**src/rtl/hazard_pkg.sv**
```systemverilog
// Shared types for the pipeline hazard controller.
// Stall/flush control bundles and the controller FSM states.
package hazard_pkg;

  typedef enum logic [1:0] {
    RUN      = 2'd0,
    MD_WAIT  = 2'd1,
    MEM_WAIT = 2'd2
  } hz_state_t;

  localparam logic [4:0] REG_X0 = 5'd0;

  typedef struct packed {
    logic pc_stall;
    logic ifid_stall;
    logic ifid_flush;
    logic idex_stall;
    logic idex_flush;
    logic exmem_stall;
    logic exmem_bubble;
    logic memwb_bubble;
    logic md_start;
  } hz_ctrl_t;

  localparam hz_ctrl_t CTRL_NOP = '0;

  localparam hz_ctrl_t CTRL_MEM_WAIT = '{
    pc_stall:     1'b1,
    ifid_stall:   1'b1,
    idex_stall:   1'b1,
    exmem_stall:  1'b1,
    memwb_bubble: 1'b1,
    default:      1'b0
  };

  localparam hz_ctrl_t CTRL_MD_ISSUE = '{
    pc_stall:     1'b1,
    ifid_stall:   1'b1,
    idex_stall:   1'b1,
    exmem_bubble: 1'b1,
    md_start:     1'b1,
    default:      1'b0
  };

  localparam hz_ctrl_t CTRL_MD_WAIT = '{
    pc_stall:     1'b1,
    ifid_stall:   1'b1,
    idex_stall:   1'b1,
    exmem_bubble: 1'b1,
    default:      1'b0
  };

  localparam hz_ctrl_t CTRL_BRANCH = '{
    ifid_flush: 1'b1,
    idex_flush: 1'b1,
    default:    1'b0
  };

  localparam hz_ctrl_t CTRL_LOAD_USE = '{
    pc_stall:   1'b1,
    ifid_stall: 1'b1,
    idex_flush: 1'b1,
    default:    1'b0
  };

endpackage

```
**src/rtl/hazard_controller_sat_counter.sv**
```systemverilog
// Saturating up-counter with synchronous reset.
// Holds at all-ones instead of wrapping.
module sat_counter #(
  parameter int W = 16
) (
  input  logic         clk,
  input  logic         reset,
  input  logic         inc,
  output logic [W-1:0] count
);

  // count up on inc, stick at all-ones
  always_ff @(posedge clk) begin
    if (reset)
      count <= '0;
    else if (inc && (count != '1))
      count <= count + 1'b1;
  end

endmodule

```
**src/rtl/hazard_controller.sv**
```systemverilog
// Stall/flush sequencer for the 5-stage RV32 pipeline.
// Covers load-use, branch redirect, MUL/DIV and dmem waits.
module hazard_controller
  import hazard_pkg::*;
#(
  parameter int CNT_W = 16
) (
  input  logic             clk,
  input  logic             reset,
  input  logic [4:0]       id_rs1,
  input  logic [4:0]       id_rs2,
  input  logic             id_uses_rs1,
  input  logic             id_uses_rs2,
  input  logic [4:0]       ex_rd,
  input  logic             ex_memread,
  input  logic             ex_branch_taken,
  input  logic             ex_muldiv,
  input  logic             md_done,
  input  logic             mem_access,
  input  logic             dmem_ready,
  output logic             pc_stall,
  output logic             ifid_stall,
  output logic             ifid_flush,
  output logic             idex_stall,
  output logic             idex_flush,
  output logic             exmem_stall,
  output logic             exmem_bubble,
  output logic             memwb_bubble,
  output logic             md_start,
  output logic [1:0]       state,
  output logic [CNT_W-1:0] stall_cycles
);

  hz_state_t st_q;
  hz_state_t st_d;
  hz_ctrl_t  ctl;
  logic      load_use;
  logic      mem_busy;

  assign mem_busy = mem_access && !dmem_ready;

  assign load_use = ex_memread && (ex_rd != REG_X0) &&
                    ((id_uses_rs1 && (id_rs1 == ex_rd)) ||
                     (id_uses_rs2 && (id_rs2 == ex_rd)));

  // state register
  always_ff @(posedge clk) begin
    if (reset)
      st_q <= RUN;
    else
      st_q <= st_d;
  end

  // next state and same-cycle stage controls
  always_comb begin
    st_d = RUN;
    ctl  = CTRL_NOP;
    case (st_q)
      RUN: begin
        if (mem_busy) begin
          ctl  = CTRL_MEM_WAIT;
          st_d = MEM_WAIT;
        end else if (ex_muldiv) begin
          ctl  = CTRL_MD_ISSUE;
          st_d = MD_WAIT;
        end else if (ex_branch_taken) begin
          ctl  = CTRL_BRANCH;
        end else if (load_use) begin
          ctl  = CTRL_LOAD_USE;
        end
      end
      MEM_WAIT: begin
        if (!dmem_ready) begin
          ctl  = CTRL_MEM_WAIT;
          st_d = MEM_WAIT;
        end
      end
      MD_WAIT: begin
        if (!md_done) begin
          ctl  = CTRL_MD_WAIT;
          st_d = MD_WAIT;
        end
      end
      default: begin
        st_d = RUN;
        ctl  = CTRL_NOP;
      end
    endcase
    if (reset)
      ctl = CTRL_NOP;
  end

  assign pc_stall     = ctl.pc_stall;
  assign ifid_stall   = ctl.ifid_stall;
  assign ifid_flush   = ctl.ifid_flush;
  assign idex_stall   = ctl.idex_stall;
  assign idex_flush   = ctl.idex_flush;
  assign exmem_stall  = ctl.exmem_stall;
  assign exmem_bubble = ctl.exmem_bubble;
  assign memwb_bubble = ctl.memwb_bubble;
  assign md_start     = ctl.md_start;
  assign state        = st_q;

  sat_counter #(
    .W(CNT_W)
  ) u_stall_cnt (
    .clk  (clk),
    .reset(reset),
    .inc  (ctl.pc_stall),
    .count(stall_cycles)
  );

endmodule

```
**config.mk**
```make
export PLATFORM = sky130hd
export DESIGN_NAME = hazard_controller
export DESIGN_NICKNAME = d
export VERILOG_FILES = /design/src/rtl/hazard_pkg.sv /design/src/rtl/hazard_controller_sat_counter.sv /design/src/rtl/hazard_controller.sv
export SDC_FILE = /design/constraint.sdc
export NUM_CORES = 1
export LEC_CHECK = 0
export CORE_MARGIN = 5
export CORE_UTILIZATION = 40
export CTS_BUF_LIST = sky130_fd_sc_hd__clkbuf_16
export DETAILED_ROUTE_END_ITERATION = 7
export PLACE_DENSITY_LB_ADDON = 0.1
export SYNTH_ARGS = -nofsm -noshare
export SYNTH_HDL_FRONTEND = slang
export SYNTH_SLANG_ARGS = --single-unit
```
**constraint.sdc**
```tcl
create_clock -name clk -period 5.3 [get_ports clk]
set_input_delay 1.06 -clock clk [delete_from_list [all_inputs] [get_ports clk]]
set_output_delay 1.06 -clock clk [all_outputs]
set_load 0.01 [all_outputs]
```
==> metrics, run 1 <==
Die Height 62.35 µm; Overflow after GRT 0; Resized cells post-CTS 0; Slew Viols, Final 0; clk_lat worst skew 240 ps; power share of the clock group 41.3%; initial antenna violation count 0; Final min period 4262 ps; Synth Flop Type dfxtp_1; RSZ-0062 raised after global routing false; DP Area 1614 µm²; post-synth top area share 32.88%; post-route cell area 1693 µm²; Unique masters post-synth 36; GP Congestion 0.7732; final cell count without fillers 223; Vias/cell 5.399; WL/cell 13.53 µm; Post-synth EDFFs 0; drt total wl 3.018 mm; Synth Cell Area 1096 µm²; dpl cells 219; largest area contributor in the netlist dfxtp_1; critical path class in -> out; dominant cells by area after synthesis dfxtp_1 33%, xnor2_1 8.0%, or3_1 6.8%; critical path depth in cells 5; first-pass GRT wire length 4.995 mm; drt pass-1 iters 4; hold_buf cts 0; Crit path buffers/inverters 3; Post-route DRC 0; Power Dens Cells 214.6 nW/µm²; Inserted Diodes 0; flop2flop setup slack 3110 ps; CP startpoint kind primary input; die width 62.35 µm; deepest clock path buffer count 2; status finished, final reports clean; clock root buffer clkbuf_16; Hold Fails Final Rpt 0; synthesized flop and latch total 18; top-count cell post-synth dfxtp_1; LEAKAGE 0.5624 nW; I/O pin cnt 52; register area share after synthesis 32.88%; Initial Util 40.80%; hold path depth 2; power share of the sequential group 39.0%; Worst path most repeated cell clkdlybuf4s50_1; cells along the critical path clkdlybuf4s50_1, buf_4, or4_4, o22ai_1, clkdlybuf4s50_1; crit share post-route 80.41%; Crit path largest cell delay 600 ps; delay-heaviest family, CP buffers and inverters; number of CTS-inserted buffers 3; Post-CTS Setup Repair Bufs 0; net switching power 0.08277 mW; overall global routing resource usage 14.97%; Port-buffer cells 51; Critical Path Sink Type output pin; Core Util, Final 63.02%; CTS tree built; Max-cap violations 0; H-tree levels 1; skew final 1.943 ps; endpoints failing setup 0; final setup margin 1038 ps; Placement Setup Slack 1010 ps; setup tns final 0 ps; most instantiated cells after synthesis 18 x dfxtp_1, 14 x a21oi_1, 13 x o21ai_0; overall power 0.3633 mW; Final HPWL DP 2.334 mm; worst slew pin tran 461.1 ps; Net Sw Frac 22.78%; Gate Count Post-Synth 142; Layout Nets 219; crit-path max FO 15; worst reg2reg path depth 8; fmax 0.2346 GHz; clk sink count 18; critical path required time 4240 ps; slowest stage cell on the critical path clkdlybuf4s50_1; First DRT Iteration DRCs 53; Syn Nets 168; Core Box Area 2686 µm²; vias in the first global route 1178; Post-synth ARST share 0%; Cell Rows 19; hold slack 506.6 ps; Internal Pwr Total 0.2806 mW; P&R area growth vs syn 54.45%; Die Area 3887 µm²; Critical Path AT 3200 ps; Yosys Warn Count 0; largest net degree at the start of global routing 30; Rel. slew slack 68.47%; Combinational Power Share 19.7%; mean area per synthesized cell 7.719 µm²; HP Class reg -> reg; maximum vdd drop 163.5 µV; antenna viol nets, final 0; register clock-pin slew on the reported worst setup and hold paths 50 ps; share of layout cells above drive strength 1 4.688%; Vias 1204
==> cell type report <==
cell class / count / area [µm²]
multi-input cells: 113 / 674.4
inverters: 4 / 15.01
flip-flops and latches: 18 / 360.3
fillers: 241 / 993.5
clock buffers: 3 / 75.07
clock inverters: 1 / 3.754
well taps: 31 / 38.79
repair buffers: 53 / 525.5
==> power groups by stage <==
stage	combinational (mW)	sequential, mW	clock (mW)
3_3_place_gp	0.0700	0.144	0
4_1_cts	0.0722	0.141	0.152
2_1_floorplan	0.0337	0.145	0
5_1_grt	0.0781	0.142	0.158
6_report	0.0716	0.142	0.150
3_5_place_dp	0.0719	0.144	0
==> final timing paths <==
kind,from,endpoint
setup / recovery,reset,ifid_stall
setup reg to reg,u_stall_cnt.count[0],u_stall_cnt.count[9]
hold reg to reg,u_stall_cnt.count[13],u_stall_cnt.count[13]
hold / removal,u_stall_cnt.count[13],u_stall_cnt.count[13]
==> sequential cells by signal (all words and copies together) (netlist names) <==
register / cells
state: 2
u_stall_cnt.count: 16
==> cell families after synthesis <==
kind of cell               synth area share [%]
buffers and inverters                     5.592
DFF                                       32.88
muxes                                     1.941
adders and majority gates                 1.141
xor gates and xnor gates                  8.790
and+or+nand+nor                           32.19
AOI/OAI and AO/OA                         17.47
==> worst reg2reg max path, stage by stage, from the launching register on <==
cell	delay [ps]
dfxtp_1	390
ha_1	270
nand3_1	100
nor4_1	380
a211oi_1	100
a21oi_1	130
buf_4	270
nor4_1	100
mux2_1	320
==> layer usage <==
| layer | share of wire (%) | track usage (%) | vias to the layer above |
|---|---|---|---|
| met4 | 0.73 | 5.305 | 0 |
| li1 | - | - | 612 |
| met5 | 0 | 0 | - |
| met3 | 7.6 | 4.144 | 2 |
| met1 | 43 | 17.14 | 554 |
| met2 | 49 | 26.30 | 36 |
==> cell usage in the layout, fill, tap and decap left out, types with 3 or more instances in the layout <==
| cell type | netlist | layout |
|---|---|---|
| a21oi_1 | 14 | 14 |
| and2_1 | 3 | 3 |
| and3_1 | 3 | 3 |
| clkbuf_16 | 0 | 3 |
| clkdlybuf4s50_1 | 0 | 51 |
| dfxtp_1 | 18 | 18 |
| inv_1 | 4 | 4 |
| nand2_1 | 7 | 7 |
| nand2b_1 | 3 | 3 |
| nand3_1 | 10 | 10 |
| nand4_1 | 5 | 5 |
| nor2_1 | 11 | 11 |
| o21ai_0 | 13 | 13 |
| or3_1 | 12 | 12 |
| xnor2_1 | 10 | 10 |
Note: power is estimated with default switching activity, not from simulation.
==> run 2: changes to the inputs <==
--- a/config.mk
+++ b/config.mk
@@ -6,7 +6,7 @@
 export NUM_CORES = 1
 export LEC_CHECK = 0
 export CORE_MARGIN = 5
-export CORE_UTILIZATION = 40
+export CORE_UTILIZATION = 36
 export CTS_BUF_LIST = sky130_fd_sc_hd__clkbuf_16
 export DETAILED_ROUTE_END_ITERATION = 7
 export PLACE_DENSITY_LB_ADDON = 0.1
==> constraint.sdc (replaced) <==
create_clock -name clk -period 3.4 [get_ports clk]
set_input_delay 0.68 -clock clk [delete_from_list [all_inputs] [get_ports clk]]
set_output_delay 0.68 -clock clk [all_outputs]
set_load 0.01 [all_outputs]
==> metrics, run 2 (synthesis results as in run 1) <==
endpoints failing setup 0; initial antenna violation count 0; die width 65.18 µm; P&R area growth vs syn 57.99%; Power Dens Cells 331.0 nW/µm²; footprint of the multi-input gates 675.6 µm²; RSZ-0062 raised after global routing false; Die Area 4248 µm²; Final HPWL DP 2.324 mm; clk_lat worst skew 250 ps; Internal Pwr Total 0.4414 mW; crit-path max FO 2; CTS tree built; Met1 Routed Length 1.223 mm; register clock-pin slew on the reported worst setup and hold paths 50 ps; worst reg2reg path depth 8; post-route cell area 1732 µm²; largest net degree at the start of global routing 30; Final min period 3135 ps; first-pass GRT wire length 4.905 mm; net switching power 0.1317 mW; setup tns final 0 ps; Hold EP u_stall_cnt.count[15]; Combinational Power Share 20.1%; Layout Nets 221; antenna viol nets, final 0; final setup margin 265.0 ps; Die Height 65.18 µm; deepest clock path buffer count 2; Cell Rows 20; power share of the clock group 41.4%; number of CTS-inserted buffers 3; GP Congestion 0.8355; Hold Path Origin u_stall_cnt.count[15]; drt total wl 2.960 mm; maximum vdd drop 167.4 µV; Core Box Area 2978 µm²; crit share post-route 92.21%; DP Area 1644 µm²; skew final 2.955 ps; power share of the sequential group 38.4%; hold_buf cts 0; Overflow after GRT 0; HP Class reg -> reg; H-tree levels 1; number of flip-flops under the largest register name 16; critical path required time 2720 ps; Reg area 360.3 µm²; Inserted Diodes 0; drt pass-1 iters 4; WL met2 1.430 mm; Rel. slew slack 66.36%; Max-cap violations 0; status finished, final reports clean; most flop-heavy register u_stall_cnt.count; Critical Path AT 2450 ps; Post-CTS Setup Repair Bufs 0; Vias 1201; Placement Setup Slack 91.23 ps; commonest non-fill, non-tap cell in the layout clkdlybuf4s50_1; CP startpoint kind primary input; commonest cells after routing, fill and taps aside 48 x clkdlybuf4s50_1, 18 x dfxtp_1, 14 x a21oi_1, 13 x o21ai_0, 12 x or3_1; LEAKAGE 0.6219 nW; share of layout cells above drive strength 1 5.670%; met3 WL post-DR 265 µm; Net Sw Frac 22.98%; overall global routing resource usage 14.62%; fmax 0.3190 GHz; clk sink count 18; WL/cell 13.04 µm; hold slack 508.7 ps; First DRT Iteration DRCs 78; Fillers 276; Hold Fails Final Rpt 0; Critical Path Sink Type output pin; Worst R2R End u_stall_cnt.count[9]; Initial Util 36.81%; I/O pin cnt 52; Post-route DRC 0; Vias/cell 5.291; Port-buffer cells 51; top layer in use met4; hold path depth 2; flop2flop setup slack 1250 ps; vias in the first global route 1123; reg-to-reg startpoint u_stall_cnt.count[0]; Resized cells post-CTS 0; critical path class in -> out; worst slew pin tran 500.0 ps; clock root buffer clkbuf_16; Slew Viols, Final 0
run 2: cell count changes in the layout (fill, tap and decap cells not counted):
cell and change:
a2111oi_1 +1, dlymetal6s2s_1 +3, buf_4 +1, clkdlybuf4s50_1 -3
a2111oi_0 -1, buf_12 +1
run 2: through the flow:
step,util [%],total power [mW],std cells
after floorplan,-,0.2785,142
after global placement,55.21,0.3403,223
after detailed placement,55.21,0.3416,223
after CTS,57.86,0.5800,227
after global routing,58.15,0.5983,227
final,58.15,0.5731,227
run 2: worst max-delay path, stage by stage:
cell	delay, ps
clkdlybuf4s50_1	470
inv_1	40
a2111oi_1	400
nor2b_1	200
and2_1	130
clkdlybuf4s50_1	540
run 2: how the worst max path moves through the flow:
stage	from	endpoint	slack [ps]
after global placement	ex_rd[1]	pc_stall	150
after detailed placement	dmem_ready	idex_flush	90
after floorplan	ex_rd[1]	pc_stall	930
final	dmem_ready	ifid_flush	270
after global routing	dmem_ready	ifid_flush	110
after CTS	dmem_ready	idex_flush	100
run 2: cell type report:
cell class,count,area share [%]
timing repair buffer,55,32.37
sequential,18,20.81
clock buffer,3,4.335
clock inverter,1,0.2168
multi-input combinational,113,39.02
inverter,4,0.8671
tap,33,2.384
run 2: layer usage:
metal / up-vias / GRT usage (%)
met1: 540 / 16.74
met2: 39 / 24.27
met5: - / 0
met4: 0 / 5.440
li1: 617 / -
met3: 5 / 5.983
run 2: power groups by stage:
| stage | Combinational [mW] | Sequential (mW) | Clock [mW] |
|---|---|---|---|
| 2_1_floorplan | 0.0525 | 0.226 | 0 |
| 3_3_place_gp | 0.115 | 0.225 | 0 |
| 3_5_place_dp | 0.117 | 0.225 | 0 |
| 4_1_cts | 0.117 | 0.220 | 0.242 |
| 5_1_grt | 0.127 | 0.221 | 0.251 |
| 6_report | 0.115 | 0.220 | 0.238 |
